==> config.mk <==
export PLATFORM = sky130hd
export DESIGN_NAME = dwt97_ctrl
export DESIGN_NICKNAME = d
export VERILOG_FILES = /design/src/rtl/dwt_ctrl_pkg.sv /design/src/rtl/dwt_slot_sched.sv /design/src/rtl/dwt97_ctrl.sv
export SDC_FILE = /design/constraint.sdc
export NUM_CORES = 1
export LEC_CHECK = 0
export ABC_CLOCK_PERIOD_IN_PS = 6090
export BUFFER_PORTS_ARGS = -buffer_cell sky130_fd_sc_hd__buf_2
export CORE_MARGIN = 5
export CORE_UTILIZATION = 46
export DETAILED_ROUTE_END_ITERATION = 8
export PLACE_DENSITY = 0.65
export SYNTH_ARGS = -nofsm -noshare
export SYNTH_HDL_FRONTEND = slang
export SYNTH_SLANG_ARGS = --single-unit
export TNS_END_PERCENT = 100
==> constraint.sdc <==
create_clock -name clk -period 6.09 [get_ports clk]
set_input_delay 1.218 -clock clk [delete_from_list [all_inputs] [get_ports clk]]
set_output_delay 1.218 -clock clk [all_outputs]
set_load 0.1 [all_outputs]
==> src/rtl/dwt_ctrl_pkg.sv <==
// Shared types and constants for the 9/7 DWT sequencer.
// Phase numbering doubles as the lifting-step index driven onto the datapath selects.
package dwt_ctrl_pkg;

    localparam int MAX_LEVELS = 4;

    typedef enum logic [1:0] {
        IDLE = 2'd0,
        SLOT = 2'd1,
        DONE = 2'd2
    } state_t;

    typedef logic [1:0] phase_t;

    localparam phase_t ALPHA = 2'd0;
    localparam phase_t BETA  = 2'd1;
    localparam phase_t GAMMA = 2'd2;
    localparam phase_t DELTA = 2'd3;

    // Delay-unit enable index: four phases per level bank, level bank a..d.
    function automatic logic [3:0] en_d_index(input logic [1:0] level_m1, input phase_t phase);
        return {level_m1, phase};
    endfunction

endpackage

==> src/rtl/dwt_slot_sched.sv <==
// Combinational slot picker: the deepest level holding a full pair wins, else level 1.
// Output level is encoded as level minus 1.
module dwt_slot_sched
    import dwt_ctrl_pkg::*;
#(
    parameter int LEN_W = 16
) (
    input  logic [MAX_LEVELS-1:1][1:0]      pend,
    input  logic [MAX_LEVELS-1:0][LEN_W-1:0] rem,
    input  logic [2:0]                      levels,
    output logic [1:0]                      level,
    output logic                            valid
);

    always_comb begin
        level = 2'd0;
        valid = 1'b0;
        if (rem[0] != '0) begin
            level = 2'd0;
            valid = 1'b1;
        end
        // Later iterations override earlier ones, so the highest ready level wins.
        for (int k = 1; k < MAX_LEVELS; k++) begin
            if (pend[k] == 2'd2 && rem[k] != '0 && 3'(k) < levels) begin
                level = 2'(k);
                valid = 1'b1;
            end
        end
    end

endmodule

==> src/rtl/dwt97_ctrl.sv <==
// Sequencer for the time-multiplexed recursive 9/7 lifting datapath.
// One slot = four phases on the shared MAC; slots of all levels are interleaved.
module dwt97_ctrl #(
    parameter int LEN_W      = 16,
    parameter int MAX_LEVELS = 4
) (
    input  logic             clk,
    input  logic             rst,
    input  logic             start,
    input  logic [LEN_W-1:0] len,
    input  logic [2:0]       levels,
    input  logic             in_valid,
    output logic             in_ready,
    output logic [11:0]      sel,
    output logic             s7,
    output logic [3:0]       en_r,
    output logic [15:0]      en_d,
    output logic             out_valid,
    output logic [1:0]       out_level,
    output logic             busy,
    output logic             done,
    output logic             err
);

    import dwt_ctrl_pkg::*;

    state_t                          state_reg, state_next;
    phase_t                          phase_reg, phase_next;
    logic [1:0]                      level_reg, level_next;
    logic [2:0]                      levels_reg, levels_next;
    logic [MAX_LEVELS-1:1][1:0]      pend_reg, pend_next, pend_inc;
    logic [MAX_LEVELS-1:0][LEN_W-1:0] rem_reg, rem_next;
    logic                            err_reg, err_next;

    logic [1:0]       sched_level;
    logic             sched_valid;
    logic [LEN_W-1:0] len_mask;
    logic             cfg_ok;
    logic             take_phase;
    logic             stall;
    logic             slot_end;

    assign len_mask = (LEN_W'(1) << levels) - LEN_W'(1);
    assign cfg_ok   = (levels != 3'd0) && (levels <= 3'(MAX_LEVELS)) &&
                      (len != '0) && ((len & len_mask) == '0);

    // Level-1 phases alpha/beta consume the even/odd input sample.
    assign take_phase = (state_reg == SLOT) && (level_reg == 2'd0) &&
                        (phase_reg == ALPHA || phase_reg == BETA);
    assign stall      = take_phase && !in_valid;
    assign slot_end   = (state_reg == SLOT) && (phase_reg == DELTA);

    // A finished level-k slot hands one L sample to level k+1 (if that level is in use).
    for (genvar gi = 1; gi < MAX_LEVELS; gi++) begin : g_pend_inc
        assign pend_inc[gi] = (slot_end && level_reg == 2'(gi - 1) && 3'(gi) < levels_reg) ?
                              pend_reg[gi] + 2'd1 : pend_reg[gi];
    end

    dwt_slot_sched #(
        .LEN_W (LEN_W)
    ) u_sched (
        .pend   (pend_inc),
        .rem    (rem_reg),
        .levels (levels_reg),
        .level  (sched_level),
        .valid  (sched_valid)
    );

    always_ff @(posedge clk or posedge rst) begin
        if (rst) begin
            state_reg  <= IDLE;
            phase_reg  <= ALPHA;
            level_reg  <= 2'd0;
            levels_reg <= 3'd0;
            pend_reg   <= '0;
            rem_reg    <= '0;
            err_reg    <= 1'b0;
        end else begin
            state_reg  <= state_next;
            phase_reg  <= phase_next;
            level_reg  <= level_next;
            levels_reg <= levels_next;
            pend_reg   <= pend_next;
            rem_reg    <= rem_next;
            err_reg    <= err_next;
        end
    end

    always_comb begin
        state_next  = state_reg;
        phase_next  = phase_reg;
        level_next  = level_reg;
        levels_next = levels_reg;
        pend_next   = pend_reg;
        rem_next    = rem_reg;
        err_next    = 1'b0;

        in_ready  = 1'b0;
        sel       = '0;
        s7        = 1'b0;
        en_r      = '0;
        en_d      = '0;
        out_valid = 1'b0;
        out_level = 2'd0;
        busy      = 1'b0;
        done      = 1'b0;
        err       = err_reg;

        case (state_reg)
            IDLE: begin
                if (start) begin
                    if (cfg_ok) begin
                        state_next  = SLOT;
                        phase_next  = ALPHA;
                        level_next  = 2'd0;
                        levels_next = levels;
                        pend_next   = '0;
                        for (int k = 0; k < MAX_LEVELS; k++) begin
                            rem_next[k] = (3'(k) < levels) ? (len >> (k + 1)) : '0;
                        end
                        // The first slot is always level 1 and starts right away.
                        rem_next[0] = (len >> 1) - LEN_W'(1);
                    end else begin
                        err_next = 1'b1;
                    end
                end
            end

            SLOT: begin
                in_ready  = take_phase;
                sel       = {6{phase_reg}};
                s7        = (level_reg != 2'd0);
                out_valid = (phase_reg == DELTA);
                out_level = level_reg;
                busy      = 1'b1;
                if (!stall) begin
                    en_r[phase_reg]                        = 1'b1;
                    en_d[en_d_index(level_reg, phase_reg)] = 1'b1;
                    if (phase_reg != DELTA) begin
                        phase_next = phase_reg + 2'd1;
                    end else begin
                        pend_next = pend_inc;
                        if (sched_valid) begin
                            phase_next = ALPHA;
                            level_next = sched_level;
                            for (int k = 0; k < MAX_LEVELS; k++) begin
                                if (sched_level == 2'(k)) begin
                                    rem_next[k] = rem_reg[k] - LEN_W'(1);
                                end
                            end
                            for (int k = 1; k < MAX_LEVELS; k++) begin
                                if (sched_level == 2'(k)) begin
                                    pend_next[k] = pend_inc[k] - 2'd2;
                                end
                            end
                        end else begin
                            state_next = DONE;
                        end
                    end
                end
            end

            DONE: begin
                busy       = 1'b1;
                done       = 1'b1;
                state_next = IDLE;
            end

            default: begin
                state_next = IDLE;
            end
        endcase
    end

endmodule

### Yosys cells after proc, flatten, opt, wreduce, memory -nomap -nowiden

Index checks and enable logic that the tools add are counted.

* bitwise operators: 1
* reduce and logical (&&, ||, !) cells: 46
* muxes and demuxes: 66
* add/sub/neg operators: 13
* divide/modulo/power cells: 0
* $mul: 0
* equal/unequal tests: 24
* magnitude comparators: 11
* shift-type cells: 1

Operators by type and width (count)
* 64-bit 2-to-1 mux: 5
* 64-bit case mux with 2 select lines: 1
* 16-bit 2-to-1 mux: 6
* 16-bit nonzero test: 5
* 16-bit by 1-bit subtractor with 16-bit output (second input constant): 4
* 2-bit 2-to-1 mux: 22
* 6-bit 2-to-1 mux: 5
* 7-bit AND reduction: 4
* 12-bit 2-to-1 mux: 2
* 1-bit logical AND: 21
* 16-bit AND: 1
* 2-bit equality test (second input constant): 8
* 16-bit zero test: 1
* 1-bit by 3-bit left shift with 16-bit output (first input constant): 1
* 15-bit by 1-bit subtractor with 16-bit output (second input constant): 1
* 16-bit by 2-bit subtractor with 16-bit output (second input constant): 1
* 1-bit 2-to-1 mux: 15
* 5-bit AND reduction: 3
* 14-bit 2-to-1 mux: 1
* 2-bit != test (second input constant): 7
* 13-bit 2-to-1 mux: 1
* 2-bit by 3-bit < comparator with 1-bit output (first input constant): 4
* 2-bit case mux with 2 select lines: 3
* 6-bit case mux with 2 select lines: 1
* 22 further kinds: 39

* bits in registers: 80
* bits in writable memories: 0
* latch bits: 0
* memories: 0
* output and inout port bits: 40
* ROM bits: 0

### Logic depth before layout (Yosys ltp)

Gate-level depths: netlist (run 1).

* depth after elaboration: 17
* gate-level depth with buffers: 16
* mapped depth without buffers: 11

### Cells and area by module

Synthesis (run 1) repeated with hierarchy kept, for this count alone.

* cells, all modules: 780
* area, all modules: 6180.9 sq um

By module, submodules not included
* dwt97_ctrl: cells an instance 751, times used 1, area an instance 5978.2 sq um, seq. area each 2001.9 sq um
* dwt_slot_sched: cells an instance 29, times used 1, area an instance 202.7 sq um, seq. area each 0.0 sq um

### Least setup slack after synthesis (run 1)

Ideal clock, no wire load.

* path kind: register -> output
* from: register state_reg[1]
* to: output en_d[10]
* data required time: 4.872 ns
* cell stages (with the launch flop): 10
* slack: 0.418 ns
* arrival time: 4.454 ns
* cell sequence: dfrtp_1 inv_1 ha_1 clkbuf_1 clkbuf_1 clkbuf_1 buf_1 clkbuf_1 nand2_1 nor3b_1

* cells in the longest elaborated chain, start to end: 6

RTL lines
* start, declared: RTL line dwt97_ctrl.sv:27 `state_t state_reg, state_next;`
* start signal, assigned: RTL line dwt97_ctrl.sv:79 `state_reg <= state_next;`
* 2-bit by 1-bit equality test with 1-bit output (*): RTL line dwt97_ctrl.sv:48, dwt97_ctrl.sv:109
* 1-bit logical AND (2 in a row): RTL line dwt97_ctrl.sv:48 `assign take_phase = (state_reg == SLOT) && (level_reg == 2'd0) &&`
* 1-bit logical AND: RTL line dwt97_ctrl.sv:50 `assign stall = take_phase && !in_valid;`
* 16-bit 2-to-1 mux: RTL line dwt97_ctrl.sv:136 `if (!stall) begin`
* 16-bit 2-to-1 mux (*): RTL line dwt97_ctrl.sv:109 `case (state_reg)`
* end, declared: RTL line dwt97_ctrl.sv:17 `output logic [15:0] en_d,`

Every way passes the cells marked *; elsewhere a longest branch is shown, timed or not.

### Final worst setup path (run 1)

* from: register state_reg[1]
* to: output en_d[2]

The elaborated chain is that of the path after synthesis.

==> impl_metrics.tcl, run 1 <==
set metrics [dict create \
    rows 42 \
    cts_made_buffers 9 \
    report.final.slew_viol_count 0 \
    arrival_ns 3.03 \
    status "finished clean" \
    insertion_delay_ns 0.36 \
    cts_resized 0 \
    critPathMaxStageDelay_ns 0.41 \
    fmax_ghz 0.235 \
    crit_family "simple AND/OR/NAND/NOR gates" \
    cp_slowest_cell "dfrtp_1" \
    synthesis.nets 771 \
    grt.total_usage 0.245 \
    relSlewSlack 0.273 \
    layout_commonest_cell "dfrtp_1" \
    hpwlAfterDp_um 13400 \
    ys_ff_latch 80 \
    clockBufferDepth 2 \
    startpoint_type "register" \
    postCtsHoldBufs 0 \
    fin_util 0.517 \
    synth_area_um2 6180 \
    p_leak_nw 2.77 \
    antenna_found_initial 0 \
    rsz0062_at_grt "no" \
    max-cap-violations 0 \
    critPathCaptureType "output port" \
    required_ns 4.87 \
    htreeDepth 3 \
    finalWirelength_um 19400 \
    initial_core_util 0.469 \
    cts_setup_buffers 0 \
    wire_per_inst_um 20.8 \
    place_congestion 0.936 \
    diodes 0 \
    cts.sinks 80 \
    seq_area_frac_synth 0.324 \
    tightestPinTransition_ns 1.09 \
    timing.setup.critical_path_class "register to output port" \
    irDropWorstVdd_mv 0.284 \
    fin_tns_setup_ns 0 \
    cp_max_fo 40 \
    die_h_um 126 \
    die-area_um2 15900 \
    final_cell_mix "dfrtp_1, nand2_1, nor2_1, buf_2" \
    whs_ns 0.506 \
    rrSetupSlack_ns 2.07 \
    crit_chain "inv_1 > ha_2 > buf_4 > nor3b_2 > nor2b_1 > nand2b_1 > and3_1 > buf_2" \
    firstDrtPassIters 6 \
    via_per_inst 6.46 \
    skew_ns 0.00977 \
    post-route-cell-area_um2 6820 \
    largest_reg_flops 64 \
    grt_pass1_wl_um 31400 \
    period_minus_slack_ns 4.25 \
    setup_violations 0 \
    power_per_cell_area_nw_per_um2 497 \
    yosysUniqueCellTypes 96 \
    drive_gt1_frac 0.184 \
    synthCells 733 \
    p_total_mw 3.39 \
    period_share 0.698 \
    grt_pass1_vias 5781 \
    grt_max_degree 81 \
    cts_tree "built" \
    synth_edf_count 0 \
    antenna_left 0 \
    io-pin-count 63 \
    syn2layout_area_growth_pct 10.4 \
    grt_overflow_total 0 \
    port_buffers 62 \
    place_area_um2 6490 \
    synth_ff_type "dfrtp_1" \
    dr.first_iter.drc_count 627 \
    path_clk_slew_ns 0.07 \
    drc 0 \
    nets 792 \
    cts_root_buf "clkbuf_16" \
    synth_async_sr_flop_share 1.00 \
    die_w_um 126 \
    vias 6043 \
    ys_warn_count 0 \
    cp_num_buf_inv 3 \
    hold_violations 0 \
    hold_class "register to register" \
    syn_area_per_cell_um2 8.43 \
    design.core.area_um2 13200 \
]
-- power breakdown --
| group | internal (mW) | total [mW] | switching, mW |
|---|---|---|---|
| logic | 0.576 | 1.78 | 1.20 |
| registers | 0.728 | 0.972 | 0.244 |
| clock network | 0.401 | 0.638 | 0.237 |
-- Yosys cell counts (4+ instances only) --
library cell	n	area (um^2)
inv_1	25	93.8
and2_1	8	50.1
a32o_1	6	60.1
ha_1	15	188
o221a_2	4	45.0
nor2_1	62	233
a22oi_1	7	52.6
a31o_2	4	35.0
nand4_1	6	37.5
a21oi_1	47	235
mux2_2	5	56.3
buf_2	10	50.1
buf_1	6	22.5
nor4_1	19	119
or3_1	12	75.1
nand2_1	70	263
and3_1	14	87.6
o211ai_1	6	45.0
clkbuf_1	28	105
mux2i_1	8	80.1
nand4b_1	4	35.0
o22ai_1	4	25.0
nand3_1	22	110
or4_1	4	30.0
nand2b_1	8	50.1
o41ai_1	4	35.0
nor4b_1	4	35.0
nand3b_1	5	37.5
a31oi_1	12	75.1
nor3_1	26	130
nor2b_1	8	50.1
a32oi_1	9	78.8
nor3b_1	5	37.5
or2_2	7	43.8
xnor2_1	12	105
a22o_1	12	105
o21ai_0	47	235
buf_4	12	90.1
dfrtp_1	80	2000
o21a_1	4	30.0
-- kinds of logic (layout without fill, tap and decap cells) --
logic type / Yosys count / count (layout) / share of synthesized area
and+or+nand+nor: 312 / 312 / 0.283
buffers and inverters: 83 / 109 / 0.0599
DFF: 80 / 80 / 0.324
adders and majority gates: 15 / 15 / 0.0304
muxes: 17 / 17 / 0.0310
xor gates and xnor gates: 15 / 15 / 0.0213
AOI/OAI and AO/OA: 211 / 211 / 0.251
-- metrics by stage --
step | worst slack (ns) | instances
2_1_floorplan | 0.418 | 733
3_3_place_gp | 1.98 | 919
3_5_place_dp | 1.91 | 919
4_1_cts | 1.84 | 935
5_1_grt | 1.65 | 935
6_report | 1.84 | 935
-- per-layer routing --
layer / vias to the layer above / share of wire / GRT usage
met5: - / 0 / 0
met2: 250 / 0.48 / 0.394
met1: 2960 / 0.43 / 0.324
li1: 2785 / - / -
met4: 0 / 0.030 / 0.0953
met3: 48 / 0.066 / 0.0500
-- final timing paths --
kind,start,depth (start not counted),end
hold reg to reg,pend_reg[1],1,pend_reg[1]
min in group asynchronous,rst,3,rem_reg[10]
max in group asynchronous,rst,3,rem_reg[29]
setup reg to reg,state_reg[1],11,rem_reg[20]
setup / recovery,state_reg[1],8,en_d[2]
hold / removal,pend_reg[1],1,pend_reg[1]
-- final cells by class --
class	instances	area (um^2)
clock buffers	11	233
clock inverters	5	105
fillers	1258	6370
inverters	26	98.8
multi-input cells	570	3820
flip-flops and latches	80	2000
well taps	176	220
repair buffers	67	348
(Power assumes the default switching activity.)
==> run 2, diff against run 1 <==
- ABC_CLOCK_PERIOD_IN_PS: 6090 -> 4150
- clock period: 6.09 -> 4.15 ns (I/O delays scaled with it)
==> impl_metrics.tcl, run 2 (same netlist as run 1, synthesis figures left out) <==
set metrics [dict create \
    cp_max_fo 19 \
    die-area_um2 15900 \
    required_ns 3.32 \
    hpwlAfterDp_um 14000 \
    whs_path_depth 1 \
    crit_chain "inv_1 > ha_2 > nor3b_2 > nor2b_1 > nand2b_1 > and3_1 > buf_2" \
    drive_gt1_frac 0.208 \
    power_per_cell_area_nw_per_um2 723 \
    finalWirelength_um 19600 \
    io-pin-count 63 \
    critPathCaptureType "output port" \
    postCtsHoldBufs 0 \
    initial_core_util 0.469 \
    rsz0062_at_grt "no" \
    r2r_end "rem_reg[14]" \
    max-cap-violations 0 \
    drc 0 \
    diodes 0 \
    grt.total_usage 0.247 \
    cts_root_buf "clkbuf_16" \
    cts_setup_buffers 0 \
    cts_tree "built" \
    cts_made_buffers 9 \
    wire_per_inst_um 20.8 \
    fin_tns_setup_ns 0 \
    rows 42 \
    grt_pass1_wl_um 31600 \
    cp_slowest_cell "ha_2" \
    htreeDepth 3 \
    hold_end "pend_reg[1]" \
    tightestPinTransition_ns 0.717 \
    port_buffers 62 \
    path_clk_slew_ns 0.06 \
    grt_pass1_vias 5840 \
    die_w_um 126 \
    antenna_left 0 \
    insertion_delay_ns 0.35 \
    min_from "pend_reg[1]" \
    nets 802 \
    clockBufferDepth 2 \
    startpoint_type "register" \
    setup_violations 0 \
    status "finished clean" \
    reg2reg_from "state_reg[1]" \
    p_leak_nw 2.82 \
    layout_commonest_cell "dfrtp_1" \
    hold_class "register to register" \
    skew_ns 0.00631 \
    place_congestion 0.917 \
    via_per_inst 6.42 \
    timing.setup.critical_path_class "register to output port" \
    cts.sinks 80 \
    grt_overflow_total 0 \
    design.core.area_um2 13200 \
    fmax_ghz 0.270 \
    instances_no_fill 945 \
    final_cell_mix "dfrtp_1, nand2_1, buf_2" \
    firstDrtPassIters 5 \
    report.final.slew_viol_count 0 \
    hold_violations 0 \
    largest_reg_flops 64 \
    fill_cells 1252 \
    period_minus_slack_ns 3.70 \
    rrSetupSlack_ns 0.87 \
    period_share 0.891 \
    grt_max_degree 50 \
    antenna_found_initial 0 \
    ff2ff_path_depth 12 \
    critPathMaxStageDelay_ns 0.45 \
    vias 6067 \
    relSlewSlack 0.518 \
    syn2layout_area_growth_pct 12.1 \
    irDropWorstVdd_mv 0.357 \
    placed_cells 929 \
    cts_resized 0 \
    arrival_ns 2.87 \
    dr.first_iter.drc_count 671 \
    die_h_um 126 \
]
[run 2: changes by cell type in the layout (fill, tap and decap cells not counted), moves of 3 or more]
cell and change:
buf_4 +9, and3_1 -3, and3_2 +3, clkinv_2 +3
nor3b_1 -3
[run 2: critical path: cells and delay by family, from the launching register on]
family                   cells  cell delay (ns)
AND/OR/NAND/NOR              4             1.26
adder cells (fa/ha/maj)      1             0.45
flip-flops                   1             0.40
buffers and inverters        2             0.40
[run 2: how the worst max path moves through the flow]
stage | cells after the start | from | slack [ns] | to
2_1_floorplan | 9 | state_reg[1] | -0.24 | en_d[10]
3_3_place_gp | 11 | levels[2] | 0.70 | rem_reg[62]
3_5_place_dp | 11 | levels[2] | 0.69 | rem_reg[62]
4_1_cts | 7 | state_reg[1] | 0.44 | en_d[2]
5_1_grt | 7 | state_reg[1] | 0.23 | en_r[1]
6_report | 7 | state_reg[1] | 0.45 | en_r[0]
[run 2: stage by stage]
| step | hold WS [ns] | utilization | total power, mW | area (um^2) | worst slack, ns |
|---|---|---|---|---|---|
| floorplan | 0.461 | - | 3.59 | 6220 | -0.241 |
| detailed placement | 0.487 | 0.501 | 4.10 | 6610 | 0.687 |
| global placement | 0.478 | 0.501 | 4.02 | 6610 | 0.703 |
| CTS | 0.496 | 0.526 | 5.00 | 6930 | 0.437 |
| finish | 0.504 | 0.526 | 5.01 | 6930 | 0.453 |
| global route | 0.526 | 0.526 | 5.33 | 6930 | 0.234 |
[run 2: power breakdown]
part | total (mW) | leakage (nW) | internal (mW) | switching, mW
combinational | 2.70 | 1.66 | 0.923 | 1.78
clock | 0.888 | 0.158 | 0.540 | 0.347
sequential | 1.43 | 1.00 | 1.07 | 0.357
total | 5.01 | 2.82 | 2.53 | 2.48
[run 2: layout make-up]
cell class                 count  area [um^2]  share of cell area
tap                          176          220              0.0318
clock inverter                 6         82.6              0.0119
multi-input combinational    570         3850               0.556
inverter                      26         98.8              0.0143
timing repair buffer          77          435              0.0628
sequential                    80         2000               0.289
clock buffer                  10          239              0.0345
[run 2: layer usage]
layer / wire length, um / vias to the layer above / global-route usage / share of wire
li1: - / 2797 / - / -
met1: 8340 / 2999 / 0.323 / 0.42
met2: 9650 / 234 / 0.409 / 0.49
met3: 1190 / 37 / 0.0538 / 0.061
met4: 461 / 0 / 0.0757 / 0.023
met5: 0 / - / 0 / 0
==> run 3, diff against run 2 <==
- ABC_AREA: not set -> 1
==> impl_metrics.tcl, run 3 <==
set metrics [dict create \
    skew_ns 0.0142 \
    grt.met1_usage 0.288 \
    fill_cells 1324 \
    grt_overflow_total 0 \
    tightestPinTransition_ns 0.592 \
    top_usage_layer "met2" \
    antenna_left 0 \
    ys_top_cells_by_area "dfrtp_1, nand2_1, nor2_1, inv_1, o21ai_0" \
    nets 986 \
    io-pin-count 63 \
    report.final.slew_viol_count 0 \
    ys_warn_count 0 \
    required_ns 3.32 \
    rows 41 \
    largest_reg_flops 64 \
    finalWirelength_um 16300 \
    place_area_um2 6380 \
    htreeDepth 3 \
    syn_area_per_cell_um2 6.64 \
    grtUsageMet2 0.336 \
    irDropWorstVdd_mv 0.295 \
    post-route-cell-area_um2 6680 \
    initial_core_util 0.473 \
    seq_area_frac_synth 0.333 \
    port_buffers 62 \
    cp_num_buf_inv 4 \
    power_per_cell_area_nw_per_um2 797 \
    crit_start "state_reg[1]" \
    fin_util 0.525 \
    status "finished clean" \
    die_w_um 124 \
    insertion_delay_ns 0.36 \
    ys_ff_latch 80 \
    grt.total_usage 0.211 \
    cts_setup_buffers 0 \
    firstDrtPassIters 5 \
    yosys.area.top_type_share 0.333 \
    drive_gt1_frac 0.129 \
    synth_area_um2 6010 \
    die_h_um 124 \
    layout_commonest_cell "nand2_1" \
    design.core.area_um2 12700 \
    cts_resized 0 \
    placed_cells 1109 \
    period_share 0.838 \
    path_clk_slew_ns 0.07 \
    die-area_um2 15500 \
    synth_async_sr_flop_share 1.00 \
    antenna_found_initial 0 \
    p_leak_nw 3.44 \
    startpoint_type "register" \
    place_congestion 0.872 \
    reg2reg_from "state_reg[1]" \
    cts_made_buffers 9 \
    instances_no_fill 1125 \
    yosysUniqueCellTypes 37 \
    drc 0 \
    grt_pass1_vias 5498 \
    yosys.area.top_type "dfrtp_1" \
    syn2layout_area_growth_pct 11.2 \
    fin_tns_setup_ns 0 \
    rsz0062_at_grt "no" \
    fmax_ghz 0.288 \
    vias 5825 \
    crit_chain "inv_1 > ha_2 > nand2_1 > a21oi_2 > nand2_1 > nand3_1 > inv_1 > nand2_1 > inv_1 > buf_2" \
    cp_slowest_cell "ha_2" \
    synthesis.nets 944 \
    critPathCaptureType "output port" \
    clockBufferDepth 2 \
    arrival_ns 2.65 \
    period_minus_slack_ns 3.48 \
    setup_violations 0 \
    postCtsHoldBufs 0 \
    critPathMaxStageDelay_ns 0.52 \
    yosys-top-cells-count "nand2_1, nor2_1, inv_1" \
    final_cell_mix "nand2_1, nor2_1, inv_1" \
    cts_tree "built" \
    wire_per_inst_um 14.5 \
    cts.sinks 80 \
    via_per_inst 5.18 \
    grt_max_degree 32 \
    dr.first_iter.drc_count 380 \
    cts_root_buf "clkbuf_16" \
    synth.most_common_cell "nand2_1" \
    diodes 0 \
    synth_edf_count 0 \
    synth_ff_type "dfrtp_1" \
    relSlewSlack 0.601 \
    hold_violations 0 \
    grt_pass1_wl_um 27200 \
    hpwlAfterDp_um 12100 \
    cp_max_fo 24 \
    max-cap-violations 0 \
    hold_class "input port to asynchronous set/reset pin" \
    crit_family "simple AND/OR/NAND/NOR gates" \
    timing.setup.critical_path_class "register to output port" \
    synthCells 906 \
    grtUsageMet3 0.0497 \
]
==> run 3: worst reg2reg max path, delay by kind of cell, from the launching register on <==
family                   cells  cell delay (ns)
buffers and inverters        7             1.62
AND/OR/NAND/NOR              6             0.77
flip-flops                   1             0.37
adder cells (fa/ha/maj)      1             0.35
==> run 3: where the power goes <==
part	switching (mW)	internal (mW)	total (mW)
Sequential	0.241	1.09	1.33
Clock	0.357	0.472	0.829
Combinational	2.32	0.847	3.17
==> run 3: layer usage <==
layer	vias to the layer above	wire, um
met1	2673	7580
met2	155	7420
li1	2976	-
met4	0	296
met5	-	0
met3	21	960
==> run 3: per-stage QoR <==
step / power [mW] / setup slack (ns) / hold slack (ns)
after floorplan: 3.91 / 0.155 / 0.442
after global placement: 4.46 / 0.873 / 0.456
after detailed placement: 4.49 / 0.797 / 0.459
after CTS: 5.33 / 0.641 / 0.449
after global routing: 5.79 / 0.410 / 0.467
final: 5.33 / 0.673 / 0.440
==> run 3: area by class of cell <==
cell class                 instances  area [um^2]  share of cell area
tap                              172          215              0.0322
timing repair buffer              70          370              0.0554
clock buffer                       9          225              0.0337
inverter                         116          437              0.0653
multi-input combinational        671         3350               0.502
clock inverter                     7         78.8              0.0118
sequential                        80         2000               0.300
==> run 3: cells by family after synthesis <==
group	Yosys count	share of synthesized area
and+or+nand+nor	490	0.360
buffers and inverters	155	0.110
AOI/OAI and AO/OA	134	0.118
DFF	80	0.333
xor gates and xnor gates	30	0.0437
adders and majority gates	15	0.0312
muxes	2	0.00375
==> run 3: final timing paths <==
check	to	slack, ns	cells after the start
worst max register to register	rem_reg[9]	0.97	14
worst min-delay path	levels_reg[2]	0.44	2
max in group asynchronous	rem_reg[56]	2.96	3
worst max-delay path	en_d[0]	0.67	10
worst min register to register	rem_reg[1]	0.47	2
min in group clk	rem_reg[1]	0.47	2
